**src/rtl/fetch_unit_if.sv**
```systemverilog
// fetch_unit_if: bundles the fetch unit's two handshakes.
//   Memory side : mem_req_valid/ready/addr out, mem_rsp_valid/data back.
//   Decode side : inst_valid/data/pc out, inst_ready back.
// Modports: master = fetch unit, slave = memory + decode environment.
interface fetch_unit_if #(
  parameter int ADDR_WIDTH = 8,
  parameter int INST_WIDTH = 32
);
  logic                  mem_req_valid;
  logic                  mem_req_ready;
  logic [ADDR_WIDTH-1:0] mem_req_addr;
  logic                  mem_rsp_valid;
  logic [INST_WIDTH-1:0] mem_rsp_data;
  logic                  inst_valid;
  logic                  inst_ready;
  logic [INST_WIDTH-1:0] inst_data;
  logic [ADDR_WIDTH-1:0] inst_pc;

  modport master (
    output mem_req_valid, mem_req_addr,
    input  mem_req_ready, mem_rsp_valid, mem_rsp_data,
    output inst_valid, inst_data, inst_pc,
    input  inst_ready
  );

  modport slave (
    input  mem_req_valid, mem_req_addr,
    output mem_req_ready, mem_rsp_valid, mem_rsp_data,
    input  inst_valid, inst_data, inst_pc,
    output inst_ready
  );
endinterface

```
**src/rtl/fetch_unit.sv**
```systemverilog
// fetch_unit: sequential instruction fetch with a prefetch FIFO and PC redirect.
//   clk, reset_n       : clock, asynchronous active-low reset
//   fetch_enable       : permit new memory requests
//   redirect_valid/pc  : load new fetch address, flush prefetched state
//   busy               : request outstanding or FIFO non-empty
//   bus (master)       : memory request/response and decode valid/ready
// Optional: define FETCH_UNIT_PERF_CNT_EN to add perf_fetched / perf_stall.
module fetch_unit #(
  parameter int                    ADDR_WIDTH = 8,
  parameter int                    INST_WIDTH = 32,
  parameter int                    FIFO_DEPTH = 4,
  parameter logic [ADDR_WIDTH-1:0] RESET_PC   = '0
) (
  input  logic                  clk,
  input  logic                  reset_n,
  input  logic                  fetch_enable,
  input  logic                  redirect_valid,
  input  logic [ADDR_WIDTH-1:0] redirect_pc,
  output logic                  busy,
`ifdef FETCH_UNIT_PERF_CNT_EN
  output logic [31:0]           perf_fetched,
  output logic [31:0]           perf_stall,
`endif
  fetch_unit_if.master          bus
);
  localparam int             PW      = $clog2(FIFO_DEPTH);
  localparam int             CW      = PW + 1;
  localparam logic [CW-1:0]  DEPTH_C = CW'(FIFO_DEPTH);

  typedef enum logic [1:0] {IDLE, REQ, WAIT, DRAIN} state_e;

  state_e                state_q, state_d;
  logic [ADDR_WIDTH-1:0] fetch_pc_q, fetch_pc_d;
  logic [ADDR_WIDTH-1:0] req_addr_q, req_addr_d;
  logic                  req_valid_q, req_valid_d;
  logic                  busy_q, busy_d;
  logic [CW-1:0]         count_q, count_d;
  logic [PW-1:0]         rd_ptr_q, rd_ptr_d, wr_ptr_q, wr_ptr_d;
  logic [ADDR_WIDTH-1:0] pc_mem_q   [FIFO_DEPTH];
  logic [INST_WIDTH-1:0] data_mem_q [FIFO_DEPTH];
  logic                  push, pop, accept, resume;

  always_comb begin
    pop    = (count_q != '0) && bus.inst_ready;
    accept = req_valid_q && bus.mem_req_ready;
    push   = (state_q == WAIT) && bus.mem_rsp_valid && !redirect_valid;

    count_d  = count_q;
    rd_ptr_d = rd_ptr_q;
    wr_ptr_d = wr_ptr_q;
    if (redirect_valid) begin
      count_d  = '0;
      rd_ptr_d = '0;
      wr_ptr_d = '0;
    end else begin
      if (push) wr_ptr_d = wr_ptr_q + PW'(1);
      if (pop)  rd_ptr_d = rd_ptr_q + PW'(1);
      count_d = count_q + CW'(push) - CW'(pop);
    end

    // Credit for the next request is judged on post-push/pop occupancy.
    resume = fetch_enable && (count_d < DEPTH_C);

    state_d     = state_q;
    fetch_pc_d  = fetch_pc_q;
    req_addr_d  = req_addr_q;
    req_valid_d = req_valid_q;

    if (redirect_valid)
      fetch_pc_d = redirect_pc;
    else if (accept && state_q == REQ)
      fetch_pc_d = req_addr_q + ADDR_WIDTH'(1);

    unique case (state_q)
      IDLE: begin
        if (!redirect_valid && fetch_enable && count_q < DEPTH_C) begin
          state_d     = REQ;
          req_valid_d = 1'b1;
          req_addr_d  = fetch_pc_q;
        end
      end
      REQ: begin
        // A redirected request that is not yet accepted stays presented
        // (valid/addr stable); DRAIN retires it and discards its response.
        if (accept)         req_valid_d = 1'b0;
        if (redirect_valid) state_d     = DRAIN;
        else if (accept)    state_d     = WAIT;
      end
      WAIT: begin
        if (bus.mem_rsp_valid) begin
          if (resume) begin
            state_d     = REQ;
            req_valid_d = 1'b1;
            req_addr_d  = fetch_pc_d;
          end else begin
            state_d = IDLE;
          end
        end else if (redirect_valid) begin
          state_d = DRAIN;
        end
      end
      DRAIN: begin
        if (req_valid_q) begin
          if (bus.mem_req_ready) req_valid_d = 1'b0;
        end else if (bus.mem_rsp_valid) begin
          if (resume) begin
            state_d     = REQ;
            req_valid_d = 1'b1;
            req_addr_d  = fetch_pc_d;
          end else begin
            state_d = IDLE;
          end
        end
      end
      default: state_d = IDLE;
    endcase

    busy_d = (state_d != IDLE) || (count_d != '0);
  end

  always_ff @(posedge clk or negedge reset_n) begin
    if (!reset_n) begin
      state_q     <= IDLE;
      fetch_pc_q  <= RESET_PC;
      req_addr_q  <= RESET_PC;
      req_valid_q <= 1'b0;
      busy_q      <= 1'b0;
      count_q     <= '0;
      rd_ptr_q    <= '0;
      wr_ptr_q    <= '0;
    end else begin
      state_q     <= state_d;
      fetch_pc_q  <= fetch_pc_d;
      req_addr_q  <= req_addr_d;
      req_valid_q <= req_valid_d;
      busy_q      <= busy_d;
      count_q     <= count_d;
      rd_ptr_q    <= rd_ptr_d;
      wr_ptr_q    <= wr_ptr_d;
    end
  end

  always_ff @(posedge clk or negedge reset_n) begin
    if (!reset_n) begin
      for (int unsigned i = 0; i < FIFO_DEPTH; i++) begin
        pc_mem_q[i]   <= '0;
        data_mem_q[i] <= '0;
      end
    end else if (push) begin
      pc_mem_q[wr_ptr_q]   <= req_addr_q;
      data_mem_q[wr_ptr_q] <= bus.mem_rsp_data;
    end
  end

  assign bus.mem_req_valid = req_valid_q;
  assign bus.mem_req_addr  = req_addr_q;
  assign bus.inst_valid    = (count_q != '0);
  assign bus.inst_data     = data_mem_q[rd_ptr_q];
  assign bus.inst_pc       = pc_mem_q[rd_ptr_q];
  assign busy              = busy_q;

`ifdef FETCH_UNIT_PERF_CNT_EN
  logic [31:0] perf_fetched_q, perf_fetched_d;
  logic [31:0] perf_stall_q, perf_stall_d;

  always_comb begin
    perf_fetched_d = perf_fetched_q + 32'(pop);
    perf_stall_d   = perf_stall_q + 32'(bus.inst_ready && count_q == '0);
  end

  always_ff @(posedge clk or negedge reset_n) begin
    if (!reset_n) begin
      perf_fetched_q <= '0;
      perf_stall_q   <= '0;
    end else begin
      perf_fetched_q <= perf_fetched_d;
      perf_stall_q   <= perf_stall_d;
    end
  end

  assign perf_fetched = perf_fetched_q;
  assign perf_stall   = perf_stall_q;
`endif
endmodule

```
**src/flat_wrapper.sv**
```systemverilog
// flat-port wrapper written by rule: the top's interface ports become plain ports
module fetch_unit_flat 
#(
  parameter int                    ADDR_WIDTH = 8,
  parameter int                    INST_WIDTH = 32,
  parameter int                    FIFO_DEPTH = 4,
  parameter logic [ADDR_WIDTH-1:0] RESET_PC   = '0
)
  (clk, reset_n, fetch_enable, redirect_valid, redirect_pc, busy, bus_mem_req_valid, bus_mem_req_addr, bus_mem_req_ready, bus_mem_rsp_valid, bus_mem_rsp_data, bus_inst_valid, bus_inst_data, bus_inst_pc, bus_inst_ready);
  fetch_unit_if #(.ADDR_WIDTH(ADDR_WIDTH), .INST_WIDTH(INST_WIDTH)) bus_i ();
  input  logic clk;
  input  logic reset_n;
  input  logic fetch_enable;
  input  logic redirect_valid;
  input  logic [ADDR_WIDTH-1:0] redirect_pc;
  output logic busy;
  output wire logic [$bits(bus_i.mem_req_valid)-1:0] bus_mem_req_valid;
  output wire logic [$bits(bus_i.mem_req_addr)-1:0] bus_mem_req_addr;
  input wire logic [$bits(bus_i.mem_req_ready)-1:0] bus_mem_req_ready;
  input wire logic [$bits(bus_i.mem_rsp_valid)-1:0] bus_mem_rsp_valid;
  input wire logic [$bits(bus_i.mem_rsp_data)-1:0] bus_mem_rsp_data;
  output wire logic [$bits(bus_i.inst_valid)-1:0] bus_inst_valid;
  output wire logic [$bits(bus_i.inst_data)-1:0] bus_inst_data;
  output wire logic [$bits(bus_i.inst_pc)-1:0] bus_inst_pc;
  input wire logic [$bits(bus_i.inst_ready)-1:0] bus_inst_ready;
  assign bus_mem_req_valid = bus_i.mem_req_valid;
  assign bus_mem_req_addr = bus_i.mem_req_addr;
  assign bus_i.mem_req_ready = bus_mem_req_ready;
  assign bus_i.mem_rsp_valid = bus_mem_rsp_valid;
  assign bus_i.mem_rsp_data = bus_mem_rsp_data;
  assign bus_inst_valid = bus_i.inst_valid;
  assign bus_inst_data = bus_i.inst_data;
  assign bus_inst_pc = bus_i.inst_pc;
  assign bus_i.inst_ready = bus_inst_ready;
  fetch_unit #(.ADDR_WIDTH(ADDR_WIDTH), .INST_WIDTH(INST_WIDTH), .FIFO_DEPTH(FIFO_DEPTH), .RESET_PC(RESET_PC)) u_core (.clk(clk), .reset_n(reset_n), .fetch_enable(fetch_enable), .redirect_valid(redirect_valid), .redirect_pc(redirect_pc), .busy(busy), .bus(bus_i));
endmodule
```
**config.mk**
```make
export PLATFORM = sky130hd
export DESIGN_NAME = fetch_unit_flat
export DESIGN_NICKNAME = d
export VERILOG_FILES = /design/src/rtl/fetch_unit_if.sv /design/src/rtl/fetch_unit.sv /design/src/flat_wrapper.sv
export SDC_FILE = /design/constraint.sdc
export NUM_CORES = 1
export LEC_CHECK = 0
export ABC_AREA = 0
export ABC_CLOCK_PERIOD_IN_PS = 5100
export CORE_UTILIZATION = 35
export DETAILED_ROUTE_END_ITERATION = 8
export GPL_TIMING_DRIVEN = 0
export HOLD_SLACK_MARGIN = 0.12
export MAX_ROUTING_LAYER = met4
export RECOVER_POWER = 50
export SLEW_MARGIN = 20
export SYNTH_ARGS = -nofsm -noshare
export SYNTH_HDL_FRONTEND = slang
export SYNTH_SLANG_ARGS = --single-unit
```
**constraint.sdc**
```tcl
create_clock -name clk -period 5.1 [get_ports clk]
set_clock_uncertainty 0.15 [all_clocks]
set_input_delay 1.53 -clock clk [delete_from_list [all_inputs] [get_ports clk]]
set_output_delay 1.53 -clock clk [all_outputs]
set_load 0.01 [all_outputs]
```
# Yosys cells after proc, flatten, opt, wreduce, memory -nomap -nowiden
# Index checks and enable logic that the tools add are counted.
# word_totals
output_inout_bits	51
input_bits	47
reg_bits	187
elab_cells	98
# op_classes
muxes	42
n_addsub	5
bitwise	2
n_lt_le_gt_ge	5
reduce_logical	20
n_eq_ne	8
# op_table
operator	count
128-bit bitwise mux	1
32-bit two-way mux	3
8-bit two-way mux	9
32-bit binary-select mux with 2-bit select	1
32-bit demux with 2-bit select	1
32-bit bitwise mux	1
8-bit one-hot mux with 3 select lines	1
2-bit two-way mux	11
8-bit binary-select mux with 2-bit select	1
8-bit demux with 2-bit select	1
1-bit logical AND	9
1-bit two-way mux	9
3-bit nonzero test	3
8-bit by 1-bit adder with 8-bit output, second input constant	1
2-bit one-hot mux with 4 select lines	1
3-bit >= comparator, second input constant	2
3-bit less-than comparator, second input constant	2
2-bit by 1-bit inequality test with 1-bit output, second input constant	3
2-bit inverter with 3-bit output	2
2-bit nonzero test	3
2-bit by 1-bit adder with 2-bit output, second input constant	2
2-bit equality test, second input constant	2
2-bit inequality test, second input constant	2
1-bit one-hot mux with 4 select lines	1
other kinds (10)	10

# Logic depth before layout (Yosys ltp)
# logic_depth
ltp_word	14
ltp_mapped	10

# Worst setup path before layout
# OpenSTA, ideal clock, no wires.
# synth_path
kind	input -> register
from	in bus_inst_ready
to	reg u_core.req_addr_q[0], in the netlist u_core.bus.mem_req_addr[0]
arrival_ns	3.584
n_path_buf	0
stages	10
path_slack_ns	1.241
path_cell_list	o31a_1 -> ha_1 -> inv_1 -> ha_1 -> inv_1 -> fa_1 -> xnor3_1 -> o21bai_2 -> a221oi_4 -> mux2_2
# synth_between
elab_chain_cells	9
# synth_lines
element	line_no	source
from (decl)	flat_wrapper.sv:25	input wire logic [$bits(bus_i.inst_ready)-1:0] bus_inst_ready;
1-bit logical AND *	fetch_unit.sv:44	pop = (count_q != '0) && bus.inst_ready;
3-bit by 1-bit subtractor with 3-bit output *	fetch_unit.sv:58	count_d = count_q + CW'(push) - CW'(pop);
3-bit two-way mux *	fetch_unit.sv:51	if (redirect_valid) begin
3-bit less-than comparator *	fetch_unit.sv:62	resume = fetch_enable && (count_d < DEPTH_C);
1-bit logical AND *	fetch_unit.sv:62	
8-bit two-way mux * (2 in series)	-	
8-bit two-way mux	-	
8-bit one-hot mux with 3 select lines *	-	
to (signal assigned)	fetch_unit.sv:134	req_addr_q <= req_addr_d;
to (decl)	fetch_unit.sv:34	logic [ADDR_WIDTH-1:0] req_addr_q, req_addr_d;
# Every way passes the cells marked *; elsewhere a longest branch is shown, timed or not. The select of a mux whose other input is x is not followed.
# A chain may end at the register's enable or synchronous reset.

# Worst setup path after layout
# layout_path
from	in bus_mem_rsp_valid
to	reg u_core.req_addr_q[4], in the netlist u_core.bus.mem_req_addr[4]
# layout_between
elab_chain_cells	11
# layout_lines
element	line_no	source
from (decl)	flat_wrapper.sv:20	input wire logic [$bits(bus_i.mem_rsp_valid)-1:0] bus_mem_rsp_valid;
1-bit logical AND (2 in series)	fetch_unit.sv:46	push = (state_q == WAIT) && bus.mem_rsp_valid && !redirect_valid;
3-bit by 1-bit adder with 3-bit output	fetch_unit.sv:58	
3-bit by 1-bit subtractor with 3-bit output	fetch_unit.sv:58	
3-bit two-way mux	fetch_unit.sv:51	
3-bit less-than comparator	fetch_unit.sv:62	
1-bit logical AND	fetch_unit.sv:62	
8-bit two-way mux	-	
8-bit two-way mux *	-	
8-bit two-way mux	-	
8-bit one-hot mux with 3 select lines *	-	
# Marks and branches as above.

==> metrics.txt <==
Synth async-reset ratio=100%; fin crit share=88.0%; Final WS setup=0.612 ns; PostCTS Resize Cnt=0; most common cell after layout, fill and taps aside=dfrtp_1; Clock Latency Late Sink=0.42 ns; H-tree levels=4; Static Leakage=0.00470 µW; TritonCTS clock tree=done; compound-cell area share of the yosys netlist=2.58%; clock tree buffer depth=2; Max Cap Viol=1; Worst VDD drop=0.000268 V; Crit path required time=5.26 ns; critical path class=in -> reg; simple-gate share of the synthesized area=3.08%; final net count=721; Post-Synth Adder-Cell Area=1.27%; Slew HR=-44.5%; IO Count=98; Distinct cells, synth=38; Final Wtd Congestion=0.768; Synth warnings=0; Cell Chain, Critical Path=dlygate4sd3_1 > nand3b_1 > nor2_1 > ha_1 > inv_1 > fa_1 > xnor3_1 > o21bai_2 > a221oi_4 > mux2_2; routed len/inst=18.7 µm; # setup viols final=0; Total GRT Usage=16.5%; clock root cell=clkbuf_16; Hold-fix buffers, CTS=0; number of remaining DRC errors=0; most frequent cells in the layout=dfrtp_1 (187), mux2_2 (174), clkdlybuf4s50_1 (83); post-detail-place hpwl=12.7 mm; initial antenna violation count=0; setup TNS=0 ns; largest net degree at the start of global routing=104; power density cells=529 mW/mm²; Ant. Diodes=0; Cell Rows=56; Worst-Margin Slew=2.17 ns; status=finished, violations left; antenna viol nets, final=0; Die X-Extent=157 µm; violations in the final reports=capacitance limit, slew limit; FF+latch count, synth=187; Initial Util=35.9%; RSZ-0062 raised after global routing=no; detailed-route wire length=18.7 mm; Remaining Overflow, GRT=0; Critical-path top delay cell=dlygate4sd3_1; final max-slew violation count=85; top_reg_cell synth=dfrtp_1; multiplexer area fraction after synthesis=34.4%; Syn Inst Count=550; Hold Path Class=reg -> reg; CP max FO=8; mean number of vias per cell=5.08; Mapped Area=0.00844 mm²; setup slack, reg-to-reg=1.85 ns; Post-CTS Setup Bufs=0; Fin. Hold Viols=0; Layout area overhead=23.7%; sum of buffers and inverters on the critical path=2; WP data arrival=4.65 ns; pre-CTS WS=0.228 ns; minimum clock period=4.49 ns; Max stage delay on crit path=0.63 ns; die area=0.0247 mm²; global-route wire length before repair=29.8 mm; CTS clk-pin slew, worst paths=0.07 ns; vias post-DR=5,072; Chip Height=157 µm; register area share after synthesis=55.4%; CP startpoint kind=primary input; Buffers on Ports=96; drt first pass iters=4; vias in the first global route=5,472; # clock sinks=187; largest family of logic cells by synthesized area=multiplexers; Synth Area in XOR/XNOR=0.993%; Num CTS Buffers=17; Post-Syn Nets=605; Core Footprint=0.0235 mm²; syn_area_per_cell=15.3 µm²; Layout Utilization=44.4%; initial DRC count=268; Worst Setup End Kind=flip-flop; layout cells sized above 1=40.2%; crit-path leading delay family=buffers and inverters; number of flops mapped to enable cells by yosys=0; max frequency=223 MHz
routing by layer:
layer  wire, µm  GRT usage [%]  up-vias  part of all wire, %
li1           -              -     2263                    -
met1       8530           20.8     2689                   46
met2       9240           26.5      111                   50
met3        711           4.07        9                  3.8
met4        177           4.48        0                 0.95
met5          0              -        -                    0
through the flow:
stage          power (µW)  hold slack (ns)  instances  instance area [µm²]
2_1_floorplan        3280            0.324        550                 8440
3_3_place_gp         4130            0.331        965                 9800
3_5_place_dp         4200            0.337        966                 9830
4_1_cts              5620            0.353        998                10500
5_1_grt              5850            0.362        998                10400
6_report             5530            0.352        998                10400
Yosys cell counts, drive strengths merged, types with 2 or more instances:
cell type | count | area share (%)
dfrtp | 187 | 55
mux2 | 174 | 23
mux4 | 40 | 11
buf | 30 | 1.7
nand2 | 22 | 0.98
nor2 | 13 | 0.58
o21ai | 12 | 0.71
ha | 7 | 1.0
inv | 7 | 0.31
clkbuf | 6 | 0.27
nor3 | 6 | 0.36
xnor2 | 6 | 0.62
a21oi | 4 | 0.24
a31oi | 4 | 0.30
mux2i | 4 | 0.47
nand3 | 4 | 0.24
o211ai | 2 | 0.18
o21a | 2 | 0.18
or3 | 2 | 0.15
final timing paths:
kind                                      start                          to  cells after the start
min reg2reg                u_core.data_mem_q[5]        u_core.data_mem_q[5]                      1
max reg2reg                   u_core.state_q[0]  u_core.bus.mem_req_addr[4]                      9
max in group asynchronous               reset_n      u_core.data_mem_q[120]                      2
min in group asynchronous               reset_n       u_core.data_mem_q[70]                      1
max                           bus_mem_rsp_valid  u_core.bus.mem_req_addr[4]                     10
min                        u_core.data_mem_q[5]        u_core.data_mem_q[5]                      1
where the power goes:
group	internal, µW	total [µW]	switching, µW	leakage (µW)
Sequential	1840	2070	223	0.00247
Combinational	1220	2070	847	0.00193
Clock	797	1390	595	0.000302
Total	3860	5530	1660	0.00470
state kept, by name (all words and copies together) (netlist names):
name,count
u_core.bus.mem_req_addr,8
u_core.pc_mem_q,32
u_core.count_q,3
u_core.data_mem_q,128
u_core.bus.mem_req_valid,1
u_core.rd_ptr_q,2
u_core.state_q,2
u_core.wr_ptr_q,2
u_core.fetch_pc_q,8
u_core.busy,1
final cells by class:
type / instances / area [µm²]
buffer: 36 / 164
tap: 319 / 399
clock inverter: 14 / 181
inverter: 7 / 26.3
sequential: 187 / 4680
fill: 2106 / 13100
clock buffer: 18 / 439
timing repair buffer: 97 / 983
multi-input combinational: 320 / 3570
cell families after synthesis:
logic type	Yosys count
AO/OA/AOI/OAI	31
XOR/XNOR	8
adder cells (fa/ha/maj)	8
buffers and inverters	43
flip-flops	187
multiplexers	218
AND/OR/NAND/NOR	55
Note: power is estimated with default switching activity, not from simulation.
